`src/rtl/fp_adder_tree_arbiter.sv`:
```
// Round-robin front end sharing one pipelined fp adder tree among several clients.
// Optional FP_ARB_TAG_CHECK_EN builds a sticky tag/valid alignment checker driving tag_err.
module fp_adder_tree_arbiter #(
    parameter int WIDTH          = 32,
    parameter int NUM_INPUTS     = 7,
    parameter int NUM_REQUESTERS = 4,
    parameter int TREE_LATENCY   = 36
) (
    input  logic                                      clk,
    input  logic                                      rst,
    input  logic [NUM_REQUESTERS-1:0]                 req_valid,
    input  logic [NUM_REQUESTERS*NUM_INPUTS*WIDTH-1:0] req_data,
    output logic [NUM_REQUESTERS-1:0]                 req_ack,
    output logic [WIDTH-1:0]                          res_data,
    output logic [NUM_REQUESTERS-1:0]                 res_valid,
    output logic [NUM_INPUTS*WIDTH-1:0]               tree_in,
    output logic                                      tree_ready,
    input  logic [WIDTH-1:0]                          tree_out,
    input  logic                                      tree_valid,
    output logic                                      tag_err
);

    localparam int ID_W  = (NUM_REQUESTERS > 1) ? $clog2(NUM_REQUESTERS) : 1;
    localparam int VEC_W = NUM_INPUTS * WIDTH;
    localparam int TAG_W = ID_W + 1;

    logic [ID_W-1:0]  rr_ptr_q, rr_ptr_d;
    logic             tree_ready_q, tree_ready_d;
    logic [VEC_W-1:0] tree_in_q, tree_in_d;
    logic [ID_W-1:0]  issue_id_q, issue_id_d;
    logic [TAG_W-1:0] tag_q [TREE_LATENCY];
    logic [TAG_W-1:0] tag_d [TREE_LATENCY];
    logic [WIDTH-1:0] res_data_q, res_data_d;
    logic [NUM_REQUESTERS-1:0] res_valid_q, res_valid_d;

    logic             grant;
    logic [ID_W-1:0]  grant_id;
    int               idx;

    logic [TAG_W-1:0] tag_out;
    logic             tag_vld;
    logic [ID_W-1:0]  tag_id;

    assign tag_out = tag_q[TREE_LATENCY-1];
    assign tag_vld = tag_out[TAG_W-1];
    assign tag_id  = tag_out[ID_W-1:0];

    // Search from the pointer upward, wrapping once around the requesters.
    always_comb begin
        grant    = 1'b0;
        grant_id = '0;
        idx      = 0;
        req_ack  = '0;
        for (int i = 0; i < NUM_REQUESTERS; i++) begin
            idx = int'(rr_ptr_q) + i;
            if (idx >= NUM_REQUESTERS) idx = idx - NUM_REQUESTERS;
            if (!grant && req_valid[ID_W'(idx)]) begin
                grant    = 1'b1;
                grant_id = ID_W'(idx);
            end
        end
        if (rst) grant = 1'b0;
        if (grant) req_ack[grant_id] = 1'b1;
    end

    always_comb begin
        rr_ptr_d     = rr_ptr_q;
        tree_ready_d = grant;
        tree_in_d    = tree_in_q;
        issue_id_d   = issue_id_q;
        if (grant) begin
            rr_ptr_d   = (grant_id == ID_W'(NUM_REQUESTERS-1)) ? '0 : grant_id + ID_W'(1);
            issue_id_d = grant_id;
        end
        for (int r = 0; r < NUM_REQUESTERS; r++) begin
            if (grant && grant_id == ID_W'(r)) tree_in_d = req_data[r*VEC_W +: VEC_W];
        end
    end

    // Tag entry 0 captures the issue stage so the last entry lines up with tree_valid.
    always_comb begin
        tag_d[0] = {tree_ready_q, issue_id_q};
        for (int i = 1; i < TREE_LATENCY; i++) tag_d[i] = tag_q[i-1];
    end

    always_comb begin
        res_data_d  = tree_out;
        res_valid_d = '0;
        if (tree_valid && tag_vld) res_valid_d[tag_id] = 1'b1;
    end

    always_ff @(posedge clk) begin
        if (rst) begin
            rr_ptr_q     <= '0;
            tree_ready_q <= 1'b0;
            tree_in_q    <= '0;
            issue_id_q   <= '0;
            res_data_q   <= '0;
            res_valid_q  <= '0;
            for (int i = 0; i < TREE_LATENCY; i++) tag_q[i] <= '0;
        end else begin
            rr_ptr_q     <= rr_ptr_d;
            tree_ready_q <= tree_ready_d;
            tree_in_q    <= tree_in_d;
            issue_id_q   <= issue_id_d;
            res_data_q   <= res_data_d;
            res_valid_q  <= res_valid_d;
            for (int i = 0; i < TREE_LATENCY; i++) tag_q[i] <= tag_d[i];
        end
    end

    assign tree_ready = tree_ready_q;
    assign tree_in    = tree_in_q;
    assign res_data   = res_data_q;
    assign res_valid  = res_valid_q;

`ifdef FP_ARB_TAG_CHECK_EN
    logic tag_err_q, tag_err_d;

    always_comb begin
        tag_err_d = tag_err_q | (tree_valid != tag_vld);
    end

    always_ff @(posedge clk) begin
        if (rst) begin
            tag_err_q <= 1'b0;
        end else begin
            tag_err_q <= tag_err_d;
            if (tree_valid != tag_vld)
                $error("fp_adder_tree_arbiter: tree_valid=%0b but tag valid=%0b", tree_valid, tag_vld);
        end
    end

    assign tag_err = tag_err_q;
`else
    assign tag_err = 1'b0;
`endif

endmodule
```
`config.mk`:
```
export PLATFORM = sky130hd
export DESIGN_NAME = fp_adder_tree_arbiter
export DESIGN_NICKNAME = d
export VERILOG_FILES = /design/src/rtl/fp_adder_tree_arbiter.sv
export SDC_FILE = /design/constraint.sdc
export NUM_CORES = 1
export LEC_CHECK = 0
export CELL_PAD_IN_SITES_DETAIL_PLACEMENT = 2
export CELL_PAD_IN_SITES_GLOBAL_PLACEMENT = 2
export CORE_AREA = 2 2 474 476
export DETAILED_ROUTE_END_ITERATION = 8
export DIE_AREA = 0 0 476 478
export HOLD_SLACK_MARGIN = 0.02
export PLACE_DENSITY_LB_ADDON = 0.08
export SETUP_SLACK_MARGIN = 0.15
export SYNTH_ARGS = -nofsm -noshare
export SYNTH_HDL_FRONTEND = slang
export SYNTH_SLANG_ARGS = --single-unit
```
`constraint.sdc`:
```
create_clock -name clk -period 3.7 [get_ports clk]
set_input_delay 0.74 -clock clk [delete_from_list [all_inputs] [get_ports clk]]
set_output_delay 0.74 -clock clk [all_outputs]
set_load 0.01 [all_outputs]
```
Yosys cells after proc, flatten, opt, wreduce, memory -nomap -nowiden
Memories as Yosys holds them, arrays and structs flattened.
Cells that the tools add are included.
{ "totals": {"in_bits": 935, "mem_bits_rw": 108, "regBits": 265, "out_inout_bits": 266, "wordCells": 157, "memories": 1} }
{ "memory_table": {"columns": ["memory", "depth", "word_bits", "read_ports", "rd_clocked_by_memory_dff", "write_ports", "line", "rtl"], "rows": [
  ["tag_q", 36, 3, 36, 0, 36, "31", "logic [TAG_W-1:0] tag_q [TREE_LATENCY];"]
]} }
{ "classes": {"muxes": 74, "magnitude_cmp": 12, "n_bitwise": 37, "add_sub_neg": 8, "n_reduce_logical": 16, "n_eq_ne": 3} }
{ "op_table": {"columns": ["op", "count"], "rows": [
  ["224-bit 2-to-1 mux", 4],
  ["3-bit 2-to-1 mux", 36],
  ["1-bit OR", 36],
  ["1-bit 2-to-1 mux", 18],
  ["2-bit 2-to-1 mux", 9],
  ["2-bit by 4-bit less-than comparator with 1-bit output (second input constant)", 4],
  ["1-bit logical AND", 10],
  ["3-bit >= comparator (second input constant)", 3],
  ["1-bit binary-select mux with 2-bit select", 4],
  ["2-bit by 1-bit subtractor with 2-bit output (second input constant)", 4],
  ["2-bit by 2-bit adder with 3-bit output (second input constant)", 2],
  ["2-bit by 3-bit less-than comparator with 1-bit output (second input constant)", 2],
  ["1-bit demux with 2-bit select", 2],
  ["2-bit equality test (second input constant)", 2],
  ["2-bit by 1-bit >= comparator with 1-bit output (second input constant)", 2],
  ["4-bit 2-to-1 mux", 1],
  ["4-bit nonzero test", 1],
  ["2-bit by 1-bit adder with 3-bit output (second input constant)", 1],
  ["2-bit by 3-bit >= comparator with 1-bit output (second input constant)", 1],
  ["1-bit logical NOT", 3],
  ["2-bit by 1-bit adder with 2-bit output (second input constant)", 1],
  ["2-bit by 1-bit equality test with 1-bit output (second input constant)", 1],
  ["2-bit logical NOT", 1],
  ["2-bit OR reduction", 1],
  ["1-bit NOT", 1]
]} }

Logic depth before layout (Yosys ltp)
Gate-level depths: netlist of the first run.
{ "depth": {"ltp_word": 21, "ltp_mapped": 13, "mapped_depth_nobuf": 9} }

Least setup slack after synthesis of the first run
OpenSTA, ideal clock, no wires.
{ "synth_path": {"path_kind": "input port to output port", "from": "input port req_valid[2]", "to": "output port req_ack[3]", "setup_slack_ps": 183, "n_path_buf": 4, "stages": 9, "required_time_ps": 2960, "arrival_ps": 2777, "cell_sequence": "a22o_1 a211o_1 inv_1 ha_1 buf_2 buf_2 buf_2 buf_1 and3_1"} }
{ "synth_via": {"elab_chain_cells": 18, "word_cells_on_any_way": 33, "classes_between": "order compare: 2; mux: 24; reduce/logical: 7"} }
{ "synth_lines": {"columns": ["element", "line", "rtl"], "rows": [
  ["start, declared", "11", "input logic [NUM_REQUESTERS-1:0] req_valid,"],
  ["1-bit binary-select mux with 2-bit select", "57", "if (!grant && req_valid[ID_W'(idx)]) begin"],
  ["1-bit 2-to-1 mux (not written as such) (2 in series)", "57", null],
  ["1-bit 2-to-1 mux", "57", null],
  ["1-bit logical NOT", "57", null],
  ["1-bit logical AND", "57", null],
  ["1-bit 2-to-1 mux", "57", null],
  ["1-bit logical NOT", "57", null],
  ["1-bit logical AND", "57", null],
  ["[2 not listed]", null, null],
  ["1-bit logical AND", "57", null],
  ["2-bit 2-to-1 mux (*)", "57", null],
  ["via grant_id[0]", "37", "logic [ID_W-1:0] grant_id;"],
  ["2-bit by 3-bit less-than comparator with 1-bit output (not written as such) / 2-bit by 1-bit >= comparator with 1-bit output (equally long branches)", "63", "if (grant) req_ack[grant_id] = 1'b1;"],
  ["1-bit logical AND (not written as such)", "63", null],
  ["1-bit 2-to-1 mux (not written as such)", "63", null],
  ["1-bit demux with 2-bit select (*)", "63", null],
  ["4-bit 2-to-1 mux (*)", "63", null],
  ["end, declared", "13", "output logic [NUM_REQUESTERS-1:0] req_ack,"]
]} }
Mark *: on every way through the listed nets, which the timed path passes. The rest lies on a longest branch. The select of a mux whose other input is x is not followed.

Final worst setup path of the first run
{ "layout_path": {"from": "input port req_valid[1]", "to": "output port req_ack[1]"} }
{ "layout_via": {"elab_chain_cells": 18, "word_cells_on_any_way": 33, "classes_between": "order compare: 2; mux: 24; reduce/logical: 7"} }
{ "layout_lines": {"columns": ["element", "line"], "rows": [
  ["1-bit binary-select mux with 2-bit select", "57"],
  ["1-bit 2-to-1 mux (not written as such) (2 in series)", "57"],
  ["1-bit 2-to-1 mux", "57"],
  ["1-bit logical NOT", "57"],
  ["1-bit logical AND", "57"],
  ["1-bit 2-to-1 mux", "57"],
  ["1-bit logical NOT", "57"],
  ["1-bit logical AND", "57"],
  ["1-bit 2-to-1 mux", "57"],
  ["1-bit logical NOT", "57"],
  ["1-bit logical AND", "57"],
  ["2-bit 2-to-1 mux", "57"],
  ["2-bit by 3-bit less-than comparator with 1-bit output (not written as such) / 2-bit by 1-bit >= comparator with 1-bit output (equally long branches)", "63"],
  ["1-bit logical AND (not written as such)", "63"],
  ["1-bit 2-to-1 mux (not written as such)", "63"],
  ["1-bit demux with 2-bit select", "63"],
  ["4-bit 2-to-1 mux (*)", "63"]
]} }
Every way passes the cells marked *; elsewhere a longest branch is shown, timed or not. The select of a mux whose other input is x is not followed.

==> results of run 1 <==
[timing repair]
action | 4_1_cts | 5_1_grt
cloned | 0 | 1
endpoints found under the hold margin | 0 | 0
setup buffers | 1 | 2
resized for setup | 2 | 5
setup endpoints to repair | 3 | 2
pin swaps | 1 | 1
[power by group]
part	internal (mW)	switching, mW	total (mW)
logic	3.24	2.96	6.20
clock network	3.83	2.36	6.19
registers	4.50	0.319	4.82
[cells in the mapped netlist]
| master | count | share of area, % |
|---|---|---|
| buf_1 | 12 | 0.26 |
| nor2b_1 | 140 | 5.1 |
| or4_1 | 1 | 0.043 |
| a32o_1 | 162 | 9.4 |
| a221o_1 | 162 | 9.4 |
| o211ai_2 | 1 | 0.072 |
| nor4_4 | 1 | 0.12 |
| nor3_1 | 1 | 0.029 |
| nand2b_1 | 164 | 5.9 |
| nor2_2 | 1 | 0.036 |
| a2bb2o_1 | 1 | 0.058 |
| dfxtp_1 | 373 | 43 |
| a211oi_1 | 1 | 0.043 |
| nor4b_1 | 1 | 0.051 |
| and3_1 | 6 | 0.22 |
| inv_1 | 5 | 0.11 |
| buf_4 | 10 | 0.43 |
| mux2i_1 | 124 | 7.2 |
| nor3b_1 | 1 | 0.043 |
| a21oi_1 | 67 | 1.9 |
| conb_1 | 1 | 0.022 |
| nand2_1 | 66 | 1.4 |
| nand3_1 | 2 | 0.058 |
| nor2_1 | 3 | 0.065 |
| clkbuf_1 | 135 | 2.9 |
| buf_2 | 33 | 0.95 |
| a211o_1 | 1 | 0.051 |
| a22o_1 | 1 | 0.051 |
| a21o_1 | 162 | 7.0 |
| o21ai_0 | 125 | 3.6 |
| ha_1 | 4 | 0.29 |
| o31ai_1 | 1 | 0.043 |
[layout by cell type, fill, tap and decap left out, types with 2 or more instances in the layout]
| cell | count |
|---|---|
| buf_4 | 110 |
| clkinv_2 | 14 |
| a32o_1 | 162 |
| o21ai_0 | 125 |
| diode_2 | 13 |
| a21o_1 | 162 |
| mux2i_1 | 124 |
| nor2b_1 | 140 |
| nor2_1 | 2 |
| a21oi_1 | 66 |
| clkbuf_1 | 9 |
| buf_12 | 29 |
| and3_1 | 4 |
| nor2_4 | 2 |
| clkbuf_8 | 14 |
| clkbuf_16 | 62 |
| bufinv_16 | 8 |
| nand3_1 | 2 |
| a221o_1 | 162 |
| ha_4 | 3 |
| inv_2 | 2 |
| nand2b_1 | 164 |
| clkdlybuf4s50_1 | 1193 |
| dfxtp_1 | 373 |
| inv_1 | 3 |
| nand2_1 | 66 |
[per-layer routing]
metal  vias up  GRT usage [%]  wire length, um
li1       9116              -                -
met1     10100           14.5            60900
met2       771           24.9            82700
met3       237           5.15            13300
met4        88           2.37             2950
met5         -              0              549
[critical path: cells and delay by family]
| kind | cells | cell delay (ns) |
|---|---|---|
| fa+ha+maj | 1 | 0.18 |
| simple gates | 1 | 0.19 |
| buf+inv | 5 | 1.06 |
| compound gates | 3 | 0.47 |
[worst paths after layout]
| path | from | endpoint | slack (ns) | cells past startpoint |
|---|---|---|---|---|
| max | req_valid[1] | req_ack[1] | 0.29 | 10 |
| min | rst | tag_q[1][6] | 0.43 | 2 |
| min reg2reg | tag_q[6][11] | tag_q[7][2] | 0.44 | 1 |
| max reg2reg | rr_ptr_q[0] | tree_in[167] | 0.74 | 11 |
[flip-flops by register name, summed over array words and instances, names as in the netlist]
signal      cells
issue_id_q      2
res_data       32
res_valid       4
rr_ptr_q        2
tag_q         108
tree_in       224
tree_ready      1
[area by class of cell]
cell class,instances,area [um^2],share of cell area [%]
repair buffers,1336,13400,37.4
multi-input cells,1200,9110,25.4
clock buffers,84,1750,4.88
clock inverters,26,355,0.990
well taps,2992,3740,10.4
inverters,5,18.8,0.0523
diodes,13,32.5,0.0906
flip-flops and latches,373,7470,20.8
[logic make-up after synthesis]
| logic type | count (synthesis) | share of synthesized area, % |
|---|---|---|
| adder cells (fa/ha/maj) | 4 | 0.289 |
| multiplexers | 124 | 7.17 |
| AO/OA/AOI/OAI | 684 | 31.6 |
| other | 1 | 0.0217 |
| AND/OR/NAND/NOR | 387 | 13.1 |
| buffers and inverters | 195 | 4.68 |
| flip-flops | 373 | 43.1 |
[through the flow]
step | area, um^2 | utilization [%]
floorplan | 17300 | -
global placement | 33700 | 15.1
detailed placement | 33700 | 15.1
CTS | 35800 | 16.1
global route | 35900 | 16.1
finish | 35900 | 16.1
==> metrics.txt, run 1 <==
largest net degree at the start of global routing=87; Crit. End Element=primary output; Tightest Pin Transition=0.828 ns; Final Non-Filler Cells=6029; syn nets=2707; worst clock skew=0.0550 ns; chip height=478 um; Die Wd=476 um; clock latency on the worst-skew pair=0.72 ns; DR vias=20300; Hold Slack=0.431 ns; Crit path arrival time=2.67 ns; setup violators final=0; Initial DRC Count=883; GR Overflow Total=0; Synth Area per Inst=9.79 um^2; Initial Util=7.76%; I/O Buffers=1199; cts-stage hold buffer count=0; Worst Path Max Fanout=15; vias per inst=3.37; Slowest-stage cell, CP=clkdlybuf4s50_1; relative slew slack=44.8%; # rows=174; Fin. Hold Viols=0; root buffer cell=clkbuf_16; placed cells=5902; IO Pins=1201; Detailed Routing Iterations Pass 1=5; status=finished clean; fmax=293 MHz; CP most frequent cell=buf_4; Tmin final=3.41 ns; Num CTS Buffers=59; GRT Resource Usage Total=13.5%; Seq cells post-synth=373; Clock Path Buffers=3; startpoint types=primary input; Synth Warn #=0; total power=17.2 mW; Final Cycle Share=92.2%; final net count=3914; Worst EP required=2.96 ns; Place WS=-0.255 ns; Syn Inst Count=1768; layout cells sized above 1=8.53%; worst path cell trace=clkdlybuf4s50_1 -> buf_4 -> a21oi_2 -> o21ai_0 -> a2bb2o_2 -> buf_4 -> ha_4 -> buf_16 -> and3_4 -> buf_4; maximum VDD drop=0.393 mV; fin worst setup slack=0.288 ns; Die ar.=228000 um^2; antenna violations before repair=91; Clock Sinks=373; H-tree depth=2; Post-DRT Antenna Nets=0; post-detailed-route wirelength per cell=26.6 um; Layout fillers=25400; Post-Syn Area=17300 um^2; Synth-to-Final Area Change=107%; TritonCTS clock tree=done; final wirelength=160 mm; final setup TNS=0 ns; Slew Viols, Final=0; Hold Path Class=primary input to register; # DRC=0; clk slew on worst S/H paths=0.06 ns; Routability Congestion=0.769; global-route wire length before repair=210 mm; sequential share of the synthesized area=43.1%; core box area=223000 um^2; leak pwr=13.3 nW; CP max stage delay=0.43 ns; MaxCap Viol Count=0; RSZ-0062 raised after global routing=no; Final HPWL DP=133 mm; Setup CP Type=primary input to primary output; vias in the first global route=22600; pwr dens=479 nW/um^2; number of library cell types mapped by synthesis=32
Note: power is estimated with default switching activity, not from simulation.
==> run 2, diff against run 1 <==
- ABC_CLOCK_PERIOD_IN_PS: unset -> 3700
==> results of run 2 <==
Final layout, timing and power as in run 1 (identical DEF).
==> run 3, diff against run 2 <==
- ABC_CLOCK_PERIOD_IN_PS: 3700 -> 3900
- SLEW_MARGIN: unset -> 20
- clock period: 3.7 -> 3.9 ns (I/O delays scaled with it)
==> run 3 against run 2 <==
  * First-iteration DRC count is 28% lower
  * Highest routed layer unchanged
  * Total power is 6.1% lower
  * Global-route usage is 0.094 points lower
  * Flip-flop and latch count stayed put
  * Largest power group unchanged
  * Hold slack worse by 0.11 ns
  * Via count is 0.93% lower
==> metrics.txt, run 3 (same netlist as run 1, synthesis figures left out) <==
Routability Congestion=0.792 (+3.0%); switching share of power=33.5% (+0.69 points); Clock Sinks=373 (unchanged); Slew Viols, Final=0 (unchanged); Setup CP Type=primary input to primary output; startpoint types=primary input; Worst EP required=3.12 ns (+0.16 ns); pwr dens=453 nW/um^2 (-5.5%); Clock Power Share=35.6% (-0.4 points); DR vias=20100 (-0.93%); Crit path arrival time=2.88 ns (+0.21 ns); vias per inst=3.35 (-0.50%); chip height=478 um (unchanged); Detailed Routing Iterations Pass 1=5 (unchanged); MaxCap Viol Count=0 (unchanged); Multi-input gate area=9110 um^2 (about the same); clk slew on worst S/H paths=0.06 ns (about the same); Hold Path Class=primary input to register; antenna violations before repair=107 (+18%); worst path cell trace=clkdlybuf4s50_1 -> buf_4 -> a21oi_2 -> o21ai_0 -> a2bb2o_1 -> inv_2 -> ha_4 -> buf_6 -> and3_1 -> buf_4; final core occ=16.0% (-0.11 points); worst clock skew=0.0516 ns (-0.00345 ns); layout cells sized above 1=7.29% (-1.2 points); commonest cells after routing, fill and taps aside=1193 x clkdlybuf4s50_1, 373 x dfxtp_1, 164 x nand2b_1; Die Wd=476 um (unchanged); Crit. End Element=primary output; largest net degree at the start of global routing=143 (+64%); Post-DRT Antenna Nets=0 (unchanged); # DRC=0 (unchanged); # rows=174 (unchanged); H-tree depth=2 (unchanged); global-route wire length before repair=208 mm (-0.80%); status=finished clean; Slowest-stage cell, CP=clkdlybuf4s50_1; CP max stage delay=0.43 ns (about the same); core box area=223000 um^2 (unchanged); RSZ-0062 raised after global routing=no; final wirelength=159 mm (-0.78%); GRT Resource Usage Total=13.4% (-0.094 points); Worst Reg-to-Reg Cells=10 (-1); I/O Buffers=1199 (unchanged); Synth-to-Final Area Change=106%; maximum VDD drop=0.377 mV (-4.0%); Logic pwr share=36.2% (+0.2 points); Tmin final=3.66 ns; Initial DRC Count=640 (-28%); Seq pwr share=28.2% (+0.2 points); worst r2r src=rr_ptr_q[0]; RR Endpoint=tree_in[134]; Die ar.=228000 um^2 (unchanged); Post-CTS Setup Inserts=0 (-1); Num CTS Buffers=61 (+3.4%); r2r setup slk=0.94 ns (+0.20 ns); vias in the first global route=22500 (-0.24%); commonest non-fill, non-tap cell in the layout=clkdlybuf4s50_1; IO Pins=1201 (unchanged); Final Cycle Share=93.7%; final net count=3884 (-0.77%); fmax=274 MHz; Fin. Hold Viols=0 (unchanged); P_int=10.8 mW (-7.0%); cell area after layout=35700 um^2 (-0.66%); dpl cell area=33600 um^2 (-0.39%); root buffer cell=clkbuf_16; Final HPWL DP=131 mm (-1.4%); sequential cell area=7470 um^2 (unchanged); worst setup path start=req_valid[1]; CP most frequent cell=buf_4; post-detailed-route wirelength per cell=26.5 um (-0.35%); relative slew slack=49.8% (+5.1 points); Tightest Pin Transition=0.752 ns (-0.0758 ns); TritonCTS clock tree=done; Initial Util=7.76% (unchanged); setup violators final=0 (unchanged); leak pwr=13.1 nW (-1.4%); Critical Path Sink=req_ack[2]; P_sw=5.41 mW (-4.1%); max reg flops=224 (unchanged); Clock Path Buffers=3 (unchanged); Worst Path Max Fanout=11 (-4); GR Overflow Total=0 (unchanged); Layout fillers=25500 (+0.20%); clock latency on the worst-skew pair=0.71 ns (about the same)
[run 3: cell types whose count changed in the layout (fill, tap and decap cells not counted), sizes merged]
cell and change:
buf -32, dlygate4sd2 +1, clkinv -6, clkinvlp +1, bufinv -4, inv +1
diode +8, clkbuf +5
[run 3: final cells by class]
| class | count | share of cell area (%) |
|---|---|---|
| Antenna cell | 21 | 0.147 |
| Clock buffer | 90 | 5.09 |
| Clock inverter | 18 | 0.642 |
| Inverter | 5 | 0.0526 |
| Multi-Input combinational cell | 1200 | 25.5 |
| Sequential cell | 373 | 20.9 |
| Tap cell | 2992 | 10.5 |
| Timing Repair Buffer | 1304 | 37.1 |
[run 3: power groups by stage]
| stage | Sequential, mW | Clock [mW] | Combinational (mW) |
|---|---|---|---|
| 2_1_floorplan | 4.76 | 0 | 2.11 |
| 3_3_place_gp | 4.64 | 0 | 6.04 |
| 3_5_place_dp | 4.66 | 0 | 6.08 |
| 4_1_cts | 4.58 | 6.14 | 6.11 |
| 5_1_grt | 4.63 | 6.27 | 6.31 |
| 6_report | 4.56 | 5.76 | 5.85 |
[run 3: worst min-delay path by stage]
stage | startpoint | to | slack [ns] | depth (start not counted)
4_1_cts | rst | rr_ptr_q[0] | 0.23 | 2
2_1_floorplan | tag_q[0][7] | tag_q[0][10] | 0.41 | 1
3_5_place_dp | tag_q[0][1] | tag_q[0][4] | 0.43 | 1
6_report | rst | rr_ptr_q[0] | 0.32 | 2
3_3_place_gp | tag_q[6][9] | tag_q[7][0] | 0.42 | 1
5_1_grt | rst | rr_ptr_q[0] | 0.26 | 2
[run 3: per-stage QoR]
stage	setup TNS (ns)	power [mW]	setup WS, ns	cells	hold slack, ns
2_1_floorplan	0	6.86	0.303	1768	0.414
3_3_place_gp	-0.289	10.7	-0.0679	5874	0.417
3_5_place_dp	-1.05	10.7	-0.102	5874	0.427
4_1_cts	0	16.8	0.113	5982	0.230
5_1_grt	0	17.2	0.168	5993	0.260
6_report	0	16.2	0.244	6003	0.321
[run 3: per-layer routing]
metal  global-route usage [%]  part of all wire, %  vias to the layer above
met1                     13.8                   37                     9887
met5                        0                 0.45                        -
li1                         -                    -                     9070
met4                     2.82                  1.9                      112
met2                     24.9                   52                      792
met3                     5.57                  9.1                      261
[run 3: repair_timing]
item                                    4_1_cts  5_1_grt
endpoints found under the setup margin        2        1
resized for setup                             2        3
hold buffers                                  0        0
[run 3: worst max-delay path, delay by kind of cell]
family | cells | cell delay (ns)
buffers and inverters | 5 | 1.07
AOI/OAI and AO/OA | 3 | 0.60
adders and majority gates | 1 | 0.19
and+or+nand+nor | 1 | 0.22
